===== config.mk =====
export PLATFORM = sky130hd
export DESIGN_NAME = tight_matmul_acc
export DESIGN_NICKNAME = d
export VERILOG_FILES = /design/src/rtl/tight_matmul_pkg.sv /design/src/rtl/tight_matmul_acc_mac.sv /design/src/rtl/tight_matmul_acc.sv
export SDC_FILE = /design/constraint.sdc
export NUM_CORES = 2
export LEC_CHECK = 0
export BUFFER_PORTS_ARGS = -buffer_cell sky130_fd_sc_hd__buf_2
export CORE_MARGIN = 5
export CORE_UTILIZATION = 55
export CTS_CLUSTER_SIZE = 14
export DETAILED_ROUTE_END_ITERATION = 7
export GPL_TIMING_DRIVEN = 0
export HOLD_SLACK_MARGIN = 0.06
export PLACE_DENSITY_LB_ADDON = 0.12
export SKIP_CTS_REPAIR_TIMING = 1
export SYNTH_ARGS = -nofsm -noshare
export SYNTH_HDL_FRONTEND = slang
export SYNTH_HIERARCHICAL = 1
export SYNTH_SLANG_ARGS = --single-unit

===== constraint.sdc =====
create_clock -name clk -period 28 [get_ports clk]
set_input_delay 1.4 -clock clk [delete_from_list [all_inputs] [get_ports clk]]
set_output_delay 1.4 -clock clk [all_outputs]
set_load 0.01 [all_outputs]

===== src/rtl/tight_matmul_pkg.sv =====
// Shared opcodes, FSM state type and response error flags for the
// tightly-coupled matrix-multiply accelerator.
package tight_matmul_pkg;

  localparam logic [5:0] OP_MULT  = 6'd1;
  localparam logic [5:0] OP_FILLA = 6'd2;
  localparam logic [5:0] OP_FILLB = 6'd3;
  localparam logic [5:0] OP_READ  = 6'd4;
  localparam logic [5:0] OP_CLEAR = 6'd5;

  typedef enum logic [1:0] {
    IDLE,
    COMPUTE,
    RESP
  } state_t;

  localparam logic RESP_OK  = 1'b0;
  localparam logic RESP_ERR = 1'b1;

endpackage


===== src/rtl/tight_matmul_acc_mac.sv =====
// Combinational multiply-accumulate: acc_n = (clr ? 0 : acc) + a*b, modulo 2^ACC_W.
// Operands are treated as signed or unsigned according to SIGNED.
module tight_mac #(
  parameter int DATA_W = 32,
  parameter int ACC_W  = 64,
  parameter int SIGNED = 0
) (
  input  logic [DATA_W-1:0] a,
  input  logic [DATA_W-1:0] b,
  input  logic [ACC_W-1:0]  acc,
  input  logic              clr,
  output logic [ACC_W-1:0]  acc_n
);

  // One guard bit keeps the full unsigned product representable as a signed value.
  localparam int PW = 2 * DATA_W + 1;

  logic signed [PW-1:0] a_ext;
  logic signed [PW-1:0] b_ext;
  logic signed [PW-1:0] prod;
  logic        [ACC_W-1:0] base;

  always_comb begin
    a_ext = (SIGNED != 0) ? PW'($signed(a)) : PW'($signed({1'b0, a}));
    b_ext = (SIGNED != 0) ? PW'($signed(b)) : PW'($signed({1'b0, b}));
    prod  = a_ext * b_ext;
    base  = clr ? '0 : acc;
    acc_n = base + ACC_W'(prod);
  end

endmodule


===== src/rtl/tight_matmul_acc.sv =====
// DIMxDIM matrix-multiply accelerator on a command/response port: loads A and B
// element by element, runs one MAC per cycle for DIM^3 cycles, returns C element by element.
module tight_matmul_acc
  import tight_matmul_pkg::*;
#(
  parameter int DIM    = 4,
  parameter int DATA_W = 32,
  parameter int ACC_W  = 64,
  parameter int SIGNED = 0
) (
  input  logic        clk,
  input  logic        rst_n,
  input  logic        cmd_val,
  output logic        busy,
  input  logic [5:0]  cmd_opcode,
  input  logic [63:0] cmd_config_data,
  output logic        resp_val,
  input  logic        resp_rdy,
  output logic [63:0] resp_data,
  output logic        resp_err
);

  localparam int NE = DIM * DIM;
  localparam int PW = $clog2(NE);
  localparam int IW = $clog2(DIM);
  localparam logic [PW-1:0] LAST_P = PW'(NE - 1);
  localparam logic [IW-1:0] LAST_I = IW'(DIM - 1);
  localparam logic [63:0]   CYCLES = 64'(DIM * DIM * DIM);

  state_t state;

  logic [PW-1:0] a_ptr, b_ptr, rd_ptr;
  logic          a_full, b_full, c_valid;
  logic [IW-1:0] ci, cj, ck;

  logic [DATA_W-1:0] a_mem [NE];
  logic [DATA_W-1:0] b_mem [NE];
  logic [ACC_W-1:0]  c_mem [NE];
  logic [ACC_W-1:0]  acc, acc_n;

  logic [PW-1:0] a_idx, b_idx, c_idx;
  logic          accept, last_k, last_mac;
  logic          unused_bits;

  function automatic logic [63:0] ext64(input logic [ACC_W-1:0] v);
    logic signed [ACC_W-1:0] sv;
    sv = v;
    if (SIGNED != 0) return 64'(sv);
    return 64'(v);
  endfunction

  function automatic logic [PW-1:0] flat(input logic [IW-1:0] row, input logic [IW-1:0] col);
    return PW'(int'(row) * DIM + int'(col));
  endfunction

  assign accept      = cmd_val && !busy && (state == IDLE);
  assign a_idx       = flat(ci, ck);
  assign b_idx       = flat(ck, cj);
  assign c_idx       = flat(ci, cj);
  assign last_k      = (ck == LAST_I);
  assign last_mac    = last_k && (cj == LAST_I) && (ci == LAST_I);
  assign unused_bits = ^cmd_config_data;

  tight_mac #(
    .DATA_W (DATA_W),
    .ACC_W  (ACC_W),
    .SIGNED (SIGNED)
  ) u_mac (
    .a     (a_mem[a_idx]),
    .b     (b_mem[b_idx]),
    .acc   (acc),
    .clr   (ck == '0),
    .acc_n (acc_n)
  );

  // Operand/result storage and the running sum carry no reset.
  always_ff @(posedge clk) begin
    if (accept && cmd_opcode == OP_FILLA) a_mem[a_ptr] <= cmd_config_data[DATA_W-1:0];
    if (accept && cmd_opcode == OP_FILLB) b_mem[b_ptr] <= cmd_config_data[DATA_W-1:0];
    if (state == COMPUTE) begin
      acc <= acc_n;
      if (last_k) c_mem[c_idx] <= acc_n;
    end
  end

  always_ff @(posedge clk or negedge rst_n) begin
    if (!rst_n) begin
      state     <= IDLE;
      busy      <= 1'b0;
      resp_val  <= 1'b0;
      resp_data <= '0;
      resp_err  <= RESP_OK;
      a_ptr     <= '0;
      b_ptr     <= '0;
      rd_ptr    <= '0;
      a_full    <= 1'b0;
      b_full    <= 1'b0;
      c_valid   <= 1'b0;
      ci        <= '0;
      cj        <= '0;
      ck        <= '0;
    end else begin
      case (state)
        IDLE: begin
          if (accept) begin
            busy      <= 1'b1;
            resp_val  <= 1'b1;
            resp_err  <= RESP_OK;
            resp_data <= '0;
            state     <= RESP;
            case (cmd_opcode)
              OP_FILLA: begin
                resp_data <= 64'(a_ptr);
                c_valid   <= 1'b0;
                if (a_ptr == LAST_P) begin
                  a_ptr  <= '0;
                  a_full <= 1'b1;
                end else begin
                  a_ptr <= a_ptr + 1'b1;
                end
              end
              OP_FILLB: begin
                resp_data <= 64'(b_ptr);
                c_valid   <= 1'b0;
                if (b_ptr == LAST_P) begin
                  b_ptr  <= '0;
                  b_full <= 1'b1;
                end else begin
                  b_ptr <= b_ptr + 1'b1;
                end
              end
              OP_MULT: begin
                if (a_full && b_full) begin
                  resp_val <= 1'b0;
                  state    <= COMPUTE;
                  ci       <= '0;
                  cj       <= '0;
                  ck       <= '0;
                end else begin
                  resp_err <= RESP_ERR;
                end
              end
              OP_READ: begin
                if (c_valid) begin
                  resp_data <= ext64(c_mem[rd_ptr]);
                  rd_ptr    <= (rd_ptr == LAST_P) ? '0 : rd_ptr + 1'b1;
                end else begin
                  resp_err <= RESP_ERR;
                end
              end
              OP_CLEAR: begin
                a_ptr   <= '0;
                b_ptr   <= '0;
                rd_ptr  <= '0;
                a_full  <= 1'b0;
                b_full  <= 1'b0;
                c_valid <= 1'b0;
              end
              default: begin
                resp_err  <= RESP_ERR;
                resp_data <= {58'b0, cmd_opcode};
              end
            endcase
          end
        end
        COMPUTE: begin
          // k innermost, then j, then i; one MAC per cycle.
          if (last_k) begin
            ck <= '0;
            if (cj == LAST_I) begin
              cj <= '0;
              ci <= ci + 1'b1;
            end else begin
              cj <= cj + 1'b1;
            end
          end else begin
            ck <= ck + 1'b1;
          end
          if (last_mac) begin
            state     <= RESP;
            resp_val  <= 1'b1;
            resp_err  <= RESP_OK;
            resp_data <= CYCLES;
            c_valid   <= 1'b1;
            rd_ptr    <= '0;
          end
        end
        RESP: begin
          if (resp_rdy) begin
            resp_val <= 1'b0;
            busy     <= 1'b0;
            state    <= IDLE;
          end
        end
        default: state <= IDLE;
      endcase
    end
  end

endmodule


==> results.sh <==
export IMPL_run_status="complete, no violations"
export IMPL_clock_path_buffers=3
export IMPL_r2r_end="acc[43]$_DFFE_PP_"
export IMPL_grt_first_pass_wirelength_mm=486
export IMPL_fmax_ghz=0.0782
export IMPL_clk_pin_slew_ns=0.06
export IMPL_max_slew_worst_pin_slew_ns=1.37
export IMPL_crit_fanout=17
export IMPL_syn_area_per_cell_um2=15.9
export IMPL_syn_instance_count=7439
export IMPL_fin_tns_setup_ns=0
export IMPL_syn_to_final_growth_pct=11.1
export IMPL_setup_slack_ns=15.21
export IMPL_required_ns=28.51
export IMPL_fin_util_pct=61.3
export IMPL_final_cells=10900
export IMPL_ys_flop_type="edfxtp_1"
export IMPL_final_period_utilization_pct=45.7
export IMPL_antenna_found_initial=36
export IMPL_worst_hold_path_type="in2async"
export IMPL_overflow=0
export IMPL_ir_drop_mv=0.0686
export IMPL_fp_dieW_um=474
export IMPL_ys_types=84
export IMPL_place_area_um2=124000
export IMPL_synth_edf_count=2112
export IMPL_port_buffers=107
export IMPL_drive_above_1_share_pct=16.2
export IMPL_clkSinkCount=2202
export IMPL_numCtsBuffers=213
export IMPL_wl_per_cell_um=30.8
export IMPL_regToRegStartpoint="ck[1]$_DFFE_PN0P_"
export IMPL_grt_max_degree=58
export IMPL_syn_num_nets=8738
export IMPL_rows=170
export IMPL_drv_slew=0
export IMPL_cts_root_buf="clkbuf_16"
export IMPL_synth_seq_cells=2202
export IMPL_cts_max_level=4
export IMPL_dp_cells=10500
export IMPL_rsz0062_at_grt="no"
export IMPL_max_slew_margin_pct=8.31
export IMPL_grt_pass1_vias=69800
export IMPL_r2r_slack_ns=15.21
export IMPL_drc=0
export IMPL_finalClockSkew_ns=0.0767
export IMPL_die_h_um=474
export IMPL_worstSkewPairLatency_ns=0.86
export IMPL_start_kind="flip-flop"
export IMPL_ys_seq_area_share_pct=55.6
export IMPL_path_class="reg2reg"
export IMPL_finalInstanceArea_um2=131000
export IMPL_critPathMostFrequentCell="fa_1"
export IMPL_dieArea_um2=224000
export IMPL_initial_core_util_pct=55.2
export IMPL_routed_wl_mm=335
export IMPL_firstDrtPassIters=6
export IMPL_gp_congestion=0.992
export IMPL_place_ws_ns=15.32
export IMPL_power_density_nw_per_um2=60.0
export IMPL_cts_tree="yes"
export IMPL_dr_total_vias=66500
export IMPL_nets=9130
export IMPL_hpwl_mm=245
export IMPL_crit_arrival_ns=13.30
export IMPL_layout_common_cells="edfxtp_1, inv_1, fa_1"
export IMPL_critPathMaxStageDelay_ns=0.87
export IMPL_postRouteAntennaNets=0
export IMPL_via_per_inst=6.12
export IMPL_layout_commonest_cell="edfxtp_1"
export IMPL_p_leak_nw=49.0
export IMPL_reg2reg_depth=31
export IMPL_drt_iter0_drc=6971
export IMPL_netlist_area_um2=118000
export IMPL_grtUsageTotal_pct=30.4
export IMPL_ys_async_sr_fraction_pct=4.09
export IMPL_hold_violations=0
export IMPL_period_needed_ns=12.79
export IMPL_maxCapViolations=0
export IMPL_setup_violations=0
export IMPL_ys_warn_count=6
export IMPL_io_pins=141
export IMPL_core_area_um2=214000
export IMPL_cp_slowest_cell="o21ai_0"
export IMPL_n_fill_cell=15900
export IMPL_crit_path_end_kind="flip-flop"
[layout make-up]
type	count	area, um2	area share (%)
Multi-Input combinational cell	3777	47200	35.9
Tap cell	2838	3550	2.70
Antenna cell	16	40.0	0.0305
Buffer	410	1770	1.35
Sequential cell	2202	65700	50.0
Inverter	1050	3940	3.00
Clock inverter	122	1350	1.03
Clock buffer	276	5750	4.38
Timing Repair Buffer	177	2030	1.55
[where the power goes]
| part | leakage (nW) | switching [mW] | internal [mW] |
|---|---|---|---|
| logic | 25.4 | 0.779 | 0.497 |
| clock network | 3.47 | 1.24 | 1.66 |
| registers | 20.2 | 0.0149 | 3.68 |
| total | 49.0 | 2.03 | 5.84 |
[worst max-delay path, delay by kind of cell, from the launching register on]
family	cells	cell delay, ns
fa+ha+maj	9	4.30
compound gates	7	2.46
buf+inv	10	2.39
mux	2	1.12
simple gates	2	0.75
xor+xnor	1	0.73
flops	1	0.65
[synthesized netlist by cell type, drive strengths merged, types with 3 or more instances]
library cell  number  area share (%)
nand2            646             2.1
nand4             24            0.13
nor4               9           0.073
o21ai             50            0.21
mux2i              3           0.025
and4               4           0.030
inv             1050             3.3
a22oi            118            0.75
and2             562             3.0
a21oi             93            0.39
dfrtp             90             1.9
a21o              33            0.21
nand3             16           0.068
o31ai              4           0.041
mux4             576              11
nor2              50            0.16
nor3              16           0.068
nor2b             60            0.32
or4                3           0.022
a221oi             4           0.030
and3              10           0.054
a22o              68            0.50
a21boi             4           0.025
o221ai             4           0.035
or2                3           0.018
edfxtp          2112              54
mux2              11            0.10
o2bb2ai            3           0.028
nand2b            20            0.11
a221o              3           0.025
o2111ai            5           0.037
o21a              10           0.064
a31oi             19            0.10
a211oi             7           0.049
xor2              29            0.21
clkbuf           294            0.97
buf              116            0.53
ha               266             2.8
o21bai            11           0.070
fa               959              16
a2111oi            3           0.038
xnor2             34            0.25
o22ai              4           0.021
o211ai             8           0.051
[sequential cells by signal, indices dropped and copies added, names as in the netlist]
register / count
c_mem: 1024
a_mem: 512
b_mem: 512
acc: 64
resp_data: 64
a_ptr: 4
b_ptr: 4
rd_ptr: 4
ci: 2
cj: 2
ck: 2
state: 2
a_full: 1
b_full: 1
busy: 1
c_valid: 1
resp_err: 1
resp_val: 1
[worst max-delay path by stage]
stage	endpoint	slack [ns]	startpoint	depth (start not counted)
after floorplan	acc[62]$_DFFE_PP_	18.41	cj[0]$_DFFE_PN0P_	32
after global placement	c_mem[0][43]$_DFFE_PP_	15.08	ck[1]$_DFFE_PN0P_	31
after detailed placement	c_mem[0][47]$_DFFE_PP_	15.32	ck[1]$_DFFE_PN0P_	31
after CTS	acc[47]$_DFFE_PP_	15.25	ck[1]$_DFFE_PN0P_	31
after global routing	acc[43]$_DFFE_PP_	14.72	ck[1]$_DFFE_PN0P_	31
final	acc[43]$_DFFE_PP_	15.21	ck[1]$_DFFE_PN0P_	31
[through the flow]
| stage | power, mW | hold slack, ns |
|---|---|---|
| 6_report | 7.87 | 0.476 |
| 5_1_grt | 8.14 | 0.464 |
| 4_1_cts | 7.92 | 0.407 |
| 3_5_place_dp | 5.05 | 0.487 |
| 3_3_place_gp | 5.01 | 0.482 |
| 2_1_floorplan | 4.59 | 0.465 |
[routing by layer]
metal	part of all wire [%]	vias up	track usage, %
met5	0.013	-	0
li1	-	27000	-
met3	8.5	680	5.97
met4	4.2	6	11.0
met2	49	3175	49.8
met1	38	35600	41.1
[kinds of logic after synthesis]
logic type / count (synthesis) / share of synthesized area [%]
buf+inv: 1460 / 4.83
fa+ha+maj: 1225 / 19.1
flops: 2202 / 55.6
compound gates: 466 / 2.83
xor+xnor: 63 / 0.467
simple gates: 1433 / 6.14
mux: 590 / 11.1
No activity file was read; power rests on OpenSTA's default activity.
